### config.mk
export PLATFORM = sky130hd
export DESIGN_NAME = register_file
export DESIGN_NICKNAME = d
export VERILOG_FILES = /design/src/rtl/register_file_pkg.sv /design/src/rtl/register_file_read_port.sv /design/src/rtl/register_file.sv
export SDC_FILE = /design/constraint.sdc
export NUM_CORES = 1
export LEC_CHECK = 0
export CAP_MARGIN = 25
export CORE_MARGIN = 3
export CORE_UTILIZATION = 60
export CTS_CLUSTER_DIAMETER = 200
export DETAILED_ROUTE_END_ITERATION = 10
export GPL_TIMING_DRIVEN = 0
export MAX_ROUTING_LAYER = met4
export PLACE_DENSITY_LB_ADDON = 0.05
export SYNTH_ARGS = -nofsm -noshare
export SYNTH_HDL_FRONTEND = slang
export SYNTH_SLANG_ARGS = --single-unit
### constraint.sdc
create_clock -name Clk -period 4.4 [get_ports Clk]
set_clock_uncertainty 0.2 [all_clocks]
set_input_delay 0.88 -clock Clk [delete_from_list [all_inputs] [get_ports Clk]]
set_output_delay 0.88 -clock Clk [all_outputs]
set_load 0.02 [all_outputs]
### src/rtl/register_file_pkg.sv
// Shared constants for the 8 x 8-bit general-purpose register file.
package register_file_pkg;

   localparam int DATA_W   = 8;
   localparam int ADDR_W   = 3;
   localparam int NUM_REGS = 2 ** ADDR_W;

   // R0 is hardwired to zero. Writes to it are dropped and reads return 0.
   localparam int ZERO_REG = 0;

endpackage : register_file_pkg

### src/rtl/register_file_read_port.sv
// Combinational read port: a NUM_REGS:1 mux that forces the zero register
// to read as 0. Registers that have not been written are not propagated
// through R0, so R0 can never show X.
module regfile_read_port
   import register_file_pkg::*;
#(
   parameter int DATA_W = register_file_pkg::DATA_W,
   parameter int ADDR_W = register_file_pkg::ADDR_W
) (
   input  logic [(2**ADDR_W)-1:0][DATA_W-1:0] regs,
   input  logic [ADDR_W-1:0]                  addr,
   output logic [DATA_W-1:0]                  data
);

   // Zero-cycle read that ignores whatever R0's storage slot holds.
   always_comb begin
      data = '0;
      if (addr != ADDR_W'(ZERO_REG)) data = regs[addr];
   end

endmodule : regfile_read_port

### src/rtl/register_file.sv
// 8-entry register file with two asynchronous read ports and one
// synchronous write port. R0 reads as zero.
//
// Reads are not bypassed. A read of the register being written shows the
// old value until the clock edge, and the new value after it.
module register_file
   import register_file_pkg::*;
#(
   parameter int DATA_W = register_file_pkg::DATA_W,
   parameter int ADDR_W = register_file_pkg::ADDR_W
) (
   input  logic              Clk,
   input  logic              Reset,
   input  logic [ADDR_W-1:0] AA,
   input  logic [ADDR_W-1:0] BA,
   input  logic [ADDR_W-1:0] DA,
   input  logic [DATA_W-1:0] DataIn,
   input  logic              WR,
   output logic [DATA_W-1:0] DataA,
   output logic [DATA_W-1:0] DataB
);

   logic [(2**ADDR_W)-1:0][DATA_W-1:0] regs;
   logic                               wr_en;

   // A write to the zero register is discarded here. The read ports also
   // mask R0, so its storage slot is never relied upon.
   assign wr_en = WR && (DA != ADDR_W'(ZERO_REG));

   // Storage. Reset is synchronous and takes priority over a write on the same edge.
   always_ff @(posedge Clk) begin
      if (Reset) begin
         regs <= '0;
      end else if (wr_en) begin
         regs[DA] <= DataIn;
      end
   end

   regfile_read_port #(
      .DATA_W (DATA_W),
      .ADDR_W (ADDR_W)
   ) u_port_a (
      .regs (regs),
      .addr (AA),
      .data (DataA)
   );

   regfile_read_port #(
      .DATA_W (DATA_W),
      .ADDR_W (ADDR_W)
   ) u_port_b (
      .regs (regs),
      .addr (BA),
      .data (DataB)
   );

endmodule : register_file

==> results of run 1 <==
-- metal layers --
layer	wire [um]	global-route usage, %
met1	3730	37.9
met2	4130	50.9
met3	559	4.47
met4	218	11.9
met5	0	-
-- power groups by stage --
stage	sequential, mW	combinational (mW)	clock (mW)
final	0.526	0.190	0.349
after global routing	0.528	0.201	0.366
after CTS	0.526	0.189	0.347
after detailed placement	0.538	0.188	0
after global placement	0.537	0.186	0
after floorplan	0.535	0.118	0
-- cells in the final DEF, fill, tap and decap left out, types with 5 or more instances in the layout --
master,instances
sky130_fd_sc_hd__a221oi_1,19
sky130_fd_sc_hd__clkdlybuf4s50_1,30
sky130_fd_sc_hd__dfxtp_1,56
sky130_fd_sc_hd__clkbuf_1,10
sky130_fd_sc_hd__nand2_1,64
sky130_fd_sc_hd__buf_2,13
sky130_fd_sc_hd__mux2_2,10
sky130_fd_sc_hd__a21oi_1,32
sky130_fd_sc_hd__mux2_4,6
sky130_fd_sc_hd__buf_6,5
sky130_fd_sc_hd__a221oi_2,13
sky130_fd_sc_hd__nor2_1,24
sky130_fd_sc_hd__clkbuf_8,5
sky130_fd_sc_hd__mux2i_1,56
-- tightest hold or removal path: stages, from the launching register on --
cell	delay (ps)
sky130_fd_sc_hd__dfxtp_1	330
sky130_fd_sc_hd__nand2_1	50
sky130_fd_sc_hd__a21oi_1	50
-- layout make-up --
class                   count  area (um^2)  area share, %
clock buffers               6         72.6           2.00
well taps                  67         83.8           2.31
clock inverters             2         35.0          0.967
repair buffers             30          300           8.28
flip-flops and latches     56         1120           30.9
plain buffers              34          250           6.90
multi-input cells         241         1760           48.6
-- stage by stage --
| step | worst slack (ps) | utilization, % |
|---|---|---|
| after floorplan | 1300 | - |
| after global placement | 256 | 72.1 |
| after detailed placement | 196 | 72.1 |
| after CTS | 158 | 74.3 |
| after global routing | 63.2 | 74.3 |
| final | 172 | 74.3 |
-- cell families after synthesis --
family | after synthesis | share of synthesized area (%)
and+or+nand+nor | 105 | 15.2
muxes | 72 | 24.4
AOI/OAI and AO/OA | 64 | 16.7
DFF | 56 | 35.8
buffers and inverters | 34 | 7.99
-- worst paths after layout --
check | from | endpoint
hold reg to reg | regs[30]$_SDFFE_PP0P_ | regs[30]$_SDFFE_PP0P_
setup / recovery | AA[0] | DataA[1]
hold / removal | regs[30]$_SDFFE_PP0P_ | regs[30]$_SDFFE_PP0P_
setup reg to reg | regs[40]$_SDFFE_PP0P_ | regs[40]$_SDFFE_PP0P_
==> metrics.md, run 1 <==
| Metric | Value |
|---|---|
| Run status | complete, no violations |
| Io pins | 36 |
| Top cell type's share of synthesized area | 35.8% |
| Total DRC errors in the routed layout | 0 |
| Synth area leaders | sky130_fd_sc_hd__dfxtp_1, sky130_fd_sc_hd__mux2i_1, sky130_fd_sc_hd__nand2_1, sky130_fd_sc_hd__a221oi_2, sky130_fd_sc_hd__a221oi_1 |
| Placed Cells incl. Taps | 428 |
| Fraction of synthesis flops using an asynchronous set or reset pin | 0% |
| Relative contribution of the clock network to total power | 32.7% |
| Sequence of cells on the critical path | clkdlybuf4s50_1 > buf_2 > nor2b_1 > clkbuf_1 > a221oi_1 > clkdlybuf4s50_1 |
| Post-synthesis area per instance | 9.47 um^2 |
| Register share of total power | 49.4% |
| Share of final-layout standard cells stronger than drive strength 1 | 17.3% |
| Antenna violations before repair | 0 |
| Kind of end point of the critical path | output port |
| Final setup viols | 0 |
| Count of nets left with antenna violations after detail routing | 0 |
| Number of storage elements in the synthesis netlist | 56 |
| Internal portion of total power | 0.772 mW |
| Sum of overflow across all layers after global routing | 0 |
| Gpl congestion | 0.899 |
| Mapped cell area | 3130 um^2 |
| Vias in the first global route | 2728 |
| Via count | 2728 |
| Worst reg-to-reg path cell count | 2 |
| Area growth from synthesis to final layout | 15.7% |
| Sw Ratio | 27.6% |
| Startpoint class of the critical path | input port |
| 1st-pass router iterations | 5 |
| Worst path buffer plus inverter count | 4 |
| Fmax | 0.237 GHz |
| TritonCTS clock tree | yes |
| Resized cells post-CTS | 0 |
| IR Drop Worst-Case VDD | 0.249 mV |
| Register bank with the most flops | regs |
| Clk Latency, worst-skew pair | 320 ps |
| Setup slack on the worst flop-to-flop path | 3480 ps |
| Arrival @ worst endpoint | 3150 ps |
| Hold-fix buffers at CTS | 0 |
| WL final | 8630 um |
| Register area share after synthesis | 35.8% |
| CTS max path bufs | 2 |
| Leakage component of the power | 1.34 nW |
| Initial cell density of the core | 64.2% |
| Site Rows | 25 |
| Total nets after synthesis | 351 |
| Clock sink total | 56 |
| Logic gate share of total power | 17.9% |
| Flip-flop count of the largest register after layout | 56 |
| Largest area contributor in the netlist | sky130_fd_sc_hd__dfxtp_1 |
| Synth top cells by count | sky130_fd_sc_hd__nand2_1, sky130_fd_sc_hd__dfxtp_1, sky130_fd_sc_hd__mux2i_1 |
| Die Span X | 78.3 um |
| Required time at the worst-slack endpoint | 3320 ps |
| Number of antenna diodes | 0 |
| Area enclosed by the die boundary | 6120 um^2 |
| Power dissipated by switching net loads | 0.294 mW |
| Most instantiated library cell after synthesis | sky130_fd_sc_hd__nand2_1 |
| Maximum net fanout on the critical path | 10 |
| Total power per unit cell area | 294 nW/um^2 |
| Maximum number of pins on one net before global-route repair | 17 |
| Post-synth top flop | sky130_fd_sc_hd__dfxtp_1 |
| Clock transition at the registers of the reported paths | 100 ps |
| Clock tree root driver cell | sky130_fd_sc_hd__clkbuf_8 |
| Final-report max-slew violation count | 0 |
| Hold Fails Final Rpt | 0 |
| Startpoint-to-endpoint class of the critical path | input port to output port |
| Number of non-filler instances in the completed layout | 436 |
| Final HPWL from detailed placement | 5900 um |
| Count of flip-flops with a built-in enable after synthesis | 0 |
| Core area | 4880 um^2 |
| Largest registers ranked by flip-flop count | regs: 56 flops |
| Transition time at the pin with the least slew margin | 663 ps |
| Post-layout total power | 1.07 mW |
| Final cycle utilization of the critical path | 96.1% |
| Total clock buffers created by CTS | 5 |
| Number of cells on the worst hold path | 2 |
| Time the final worst path needs with I/O delays and setup | 4230 ps |
| Fill cells | 419 |
| Number of gates on the worst path with buffers counted | 6 |
| Setup TNS after final layout | 0 ps |
| Critical-path cell with the highest stage delay | sky130_fd_sc_hd__clkdlybuf4s50_1 |
| First-pass GRT wire length | 13900 um |
| Number of warnings printed during yosys synthesis | 0 |
| Hold Worst Slack | 273 ps |
| Number of buffers inserted by port buffering | 30 |
| Number of max-cap violations | 0 |
| Cell area after layout | 3620 um^2 |
| Detailed router's first-iteration violation count | 241 |
| Clock H-tree levels | 2 |
| Cell family contributing the most delay on the critical path | buffers and inverters |
| Post-layout net count | 388 |
| Die H | 78.3 um |
| Yosys cell types | 21 |
| Cells after synthesis | 331 |
| Total setup buffers inserted after CTS | 0 |
| Number of vias per cell | 6.26 |
| Total global routing track utilization | 30.7% |
| Relative slew slack | 55.8% |
| Placed instance area | 3520 um^2 |
| Critical path's most frequent cell | sky130_fd_sc_hd__clkdlybuf4s50_1 |
| Setup repair after global routing missed its margin | no |
| Wirelength per Cell | 19.8 um |
| Delay of the slowest cell on the worst path | 700 ps |
| Kind of path behind the tightest hold check | flop to flop |
(Power assumes the default switching activity.)
==> run 2: changes to the inputs <==
Settings changed: CORE_UTILIZATION 60 to 35.
==> run 2 against run 1 <==
Net effect:
- combinational power increased by 3%
- die area grew 65%
- count of clock-buffer cells in the layout rose by 1
- non-clock buffer count is the same
- sequential cell count stayed put
- via count fell by 5.8%
- final area increased by 1.0%
==> metrics.md, run 2 (synthesis results as in run 1) <==
| Metric | Value |
|---|---|
| Run status | complete, no violations |
| Fmax | 0.233 GHz (-1.6%) |
| Number of max-cap violations | 0 (unchanged) |
| Final HPWL from detailed placement | 6760 um (+15%) |
| Maximum net fanout on the critical path | 10 (unchanged) |
| Final setup viols | 0 (unchanged) |
| Kind of path behind the tightest hold check | flop to flop |
| First-pass GRT wire length | 14900 um (+6.9%) |
| Via count | 2570 (-5.8%) |
| Worst reg-to-reg path cell count | 2 (unchanged) |
| Clk Latency, worst-skew pair | 300 ps (-20 ps) |
| CTS max path bufs | 2 (unchanged) |
| Relative slew slack | 53.3% (-2.5 points) |
| Detailed router's first-iteration violation count | 102 (-58%) |
| Arrival @ worst endpoint | 3220 ps (+70 ps) |
| Number of antenna diodes | 0 (unchanged) |
| Global route hottest layer | met2 |
| Hold-fix buffers at CTS | 0 (unchanged) |
| Initial cell density of the core | 37.0% (-27 points) |
| Hold Fails Final Rpt | 0 (unchanged) |
| 1st-pass router iterations | 4 (-1) |
| Most frequent cells in the layout | sky130_fd_sc_hd__nand2_1, sky130_fd_sc_hd__mux2i_1, sky130_fd_sc_hd__dfxtp_1 |
| Register bank with the most flops | regs |
| Total power per unit cell area | 282 nW/um^2 (-3.9%) |
| Kind of end point of the critical path | output port |
| Total DRC errors in the routed layout | 0 (unchanged) |
| Total setup buffers inserted after CTS | 0 (unchanged) |
| Largest registers ranked by flip-flop count | regs: 56 flops |
| Sw Ratio | 28.1% (+0.54 points) |
| Total global routing track utilization | 20.6% (-10 points) |
| Final core occ | 43.3% (-31 points) |
| Number of vias per cell | 5.43 (-13%) |
| TritonCTS clock tree | yes |
| Number of buffers inserted by port buffering | 30 (unchanged) |
| Critical path's most frequent cell | sky130_fd_sc_hd__clkdlybuf4s50_1 |
| Setup repair after global routing missed its margin | no |
| Number of cells on the worst hold path | 2 (unchanged) |
| Area growth from synthesis to final layout | 16.9% |
| Final cycle utilization of the critical path | 97.7% (+1.6 points) |
| Die Span X | 101 um (+29%) |
| Count of nets left with antenna violations after detail routing | 0 (unchanged) |
| Internal portion of total power | 0.743 mW (-3.7%) |
| IR Drop Worst-Case VDD | 0.108 mV (-56%) |
| Fill cells | 865 (+110%) |
| Vias in the first global route | 2473 (-9.3%) |
| Met2 Track Usage GR | 31.6% (-19 points) |
| Setup TNS after final layout | 0 ps (unchanged) |
| Met1 Resource Use GR | 29.1% (-8.8 points) |
| Clock transition at the registers of the reported paths | 100 ps (about the same) |
| Area enclosed by the die boundary | 10100 um^2 (+65%) |
| Final-report max-slew violation count | 0 (unchanged) |
| Resized cells post-CTS | 0 (unchanged) |
| Maximum number of pins on one net before global-route repair | 16 (-1) |
| Critical-path cell with the highest stage delay | sky130_fd_sc_hd__clkdlybuf4s50_1 |
| Gpl congestion | 0.841 (-6.4%) |
| Sum of overflow across all layers after global routing | 0 (unchanged) |
| Share of final-layout standard cells stronger than drive strength 1 | 17.4% (+0.047 points) |
| Transition time at the pin with the least slew margin | 701 ps (+38.0 ps) |
| Startpoint-to-endpoint class of the critical path | input port to output port |
| Clock H-tree levels | 2 (unchanged) |
| Most frequent standard cell in the layout excluding fill and tap cells | sky130_fd_sc_hd__nand2_1 |
| Core area | 8460 um^2 (+73%) |
| Clock sink total | 56 (unchanged) |
| Wirelength per Cell | 20.9 um (+5.5%) |
| Total clock buffers created by CTS | 5 (unchanged) |
| Register share of total power | 50.9% (+1.5 points) |
| Sequence of cells on the critical path | clkdlybuf4s50_1 > buf_2 > nor2b_1 > clkbuf_1 > a221oi_1 > clkdlybuf4s50_1 |
| WL final | 9880 um (+14%) |
| Site Rows | 33 (+32%) |
| Clock tree root driver cell | sky130_fd_sc_hd__clkbuf_8 |
| Flip-flop count of the largest register after layout | 56 (unchanged) |
| Power dissipated by switching net loads | 0.290 mW (-1.1%) |
| Post-layout total power | 1.03 mW (-3.0%) |
| Met3 routing resource usage after global routing | 2.42% (-2.1 points) |
| Die H | 101 um (+29%) |
| Post-layout net count | 388 (unchanged) |
| Io pins | 36 (unchanged) |
| Logic gate share of total power | 18.9% (+1.0 points) |
| Delay of the slowest cell on the worst path | 690 ps (about the same) |
| Time the final worst path needs with I/O delays and setup | 4300 ps (+70.5 ps) |
| Antenna violations before repair | 0 (unchanged) |
| Relative contribution of the clock network to total power | 30.2% (-2.5 points) |
| Leakage component of the power | 1.33 nW (-0.36%) |
| Startpoint class of the critical path | input port |
| Required time at the worst-slack endpoint | 3320 ps (about the same) |
==> run 2: changes by cell type in the layout (fill, tap and decap cells not counted) <==
cell,previous run,this run
sky130_fd_sc_hd__clkbuf_8,5,7
sky130_fd_sc_hd__bufinv_16,1,0
sky130_fd_sc_hd__clkbuf_1,10,9
sky130_fd_sc_hd__clkinv_2,1,0
==> run 2: layout make-up <==
cell class / instances / area, um^2 / area share (%)
multi-input cells: 241 / 1760 / 48.1
flip-flops and latches: 56 / 1120 / 30.6
repair buffers: 30 / 300 / 8.20
plain buffers: 34 / 250 / 6.84
well taps: 105 / 131 / 3.59
clock buffers: 7 / 96.3 / 2.63
==> run 2: power by group through the flow <==
| stage | logic (mW) | registers [mW] | clock network [mW] |
|---|---|---|---|
| floorplan | 0.118 | 0.535 | 0 |
| global placement | 0.194 | 0.537 | 0 |
| detailed placement | 0.196 | 0.538 | 0 |
| CTS | 0.197 | 0.526 | 0.322 |
| global route | 0.208 | 0.528 | 0.343 |
| finish | 0.195 | 0.526 | 0.312 |
==> run 2: path summary, 6_finish.rpt <==
path | from | to | slack (ps)
max | AA[0] | DataA[1] | 100
min | regs[24]$_SDFFE_PP0P_ | regs[24]$_SDFFE_PP0P_ | 280
max reg2reg | regs[51]$_SDFFE_PP0P_ | regs[51]$_SDFFE_PP0P_ | 3540
min reg2reg | regs[24]$_SDFFE_PP0P_ | regs[24]$_SDFFE_PP0P_ | 280
==> run 2: layer usage <==
metal	up-vias	share of wire, %
met3	7	2.8
met2	49	47
met1	1252	49
met5	-	0
li1	1262	-
met4	0	0.98
==> run 2: critical path: cells and delay by family <==
family / cells / cell delay, ps
buffers and inverters: 4 / 1740
AOI/OAI and AO/OA: 1 / 510
and+or+nand+nor: 1 / 80
==> run 2: metrics by stage <==
step / worst slack (ps) / cell area, um^2 / hold slack [ps] / cells
after floorplan: 1300 / 3130 / 242 / 331
after global placement: 174 / 3560 / 256 / 466
after detailed placement: 163 / 3560 / 261 / 466
after CTS: 161 / 3660 / 276 / 473
after global routing: 81.2 / 3660 / 299 / 473
final: 101 / 3660 / 276 / 473
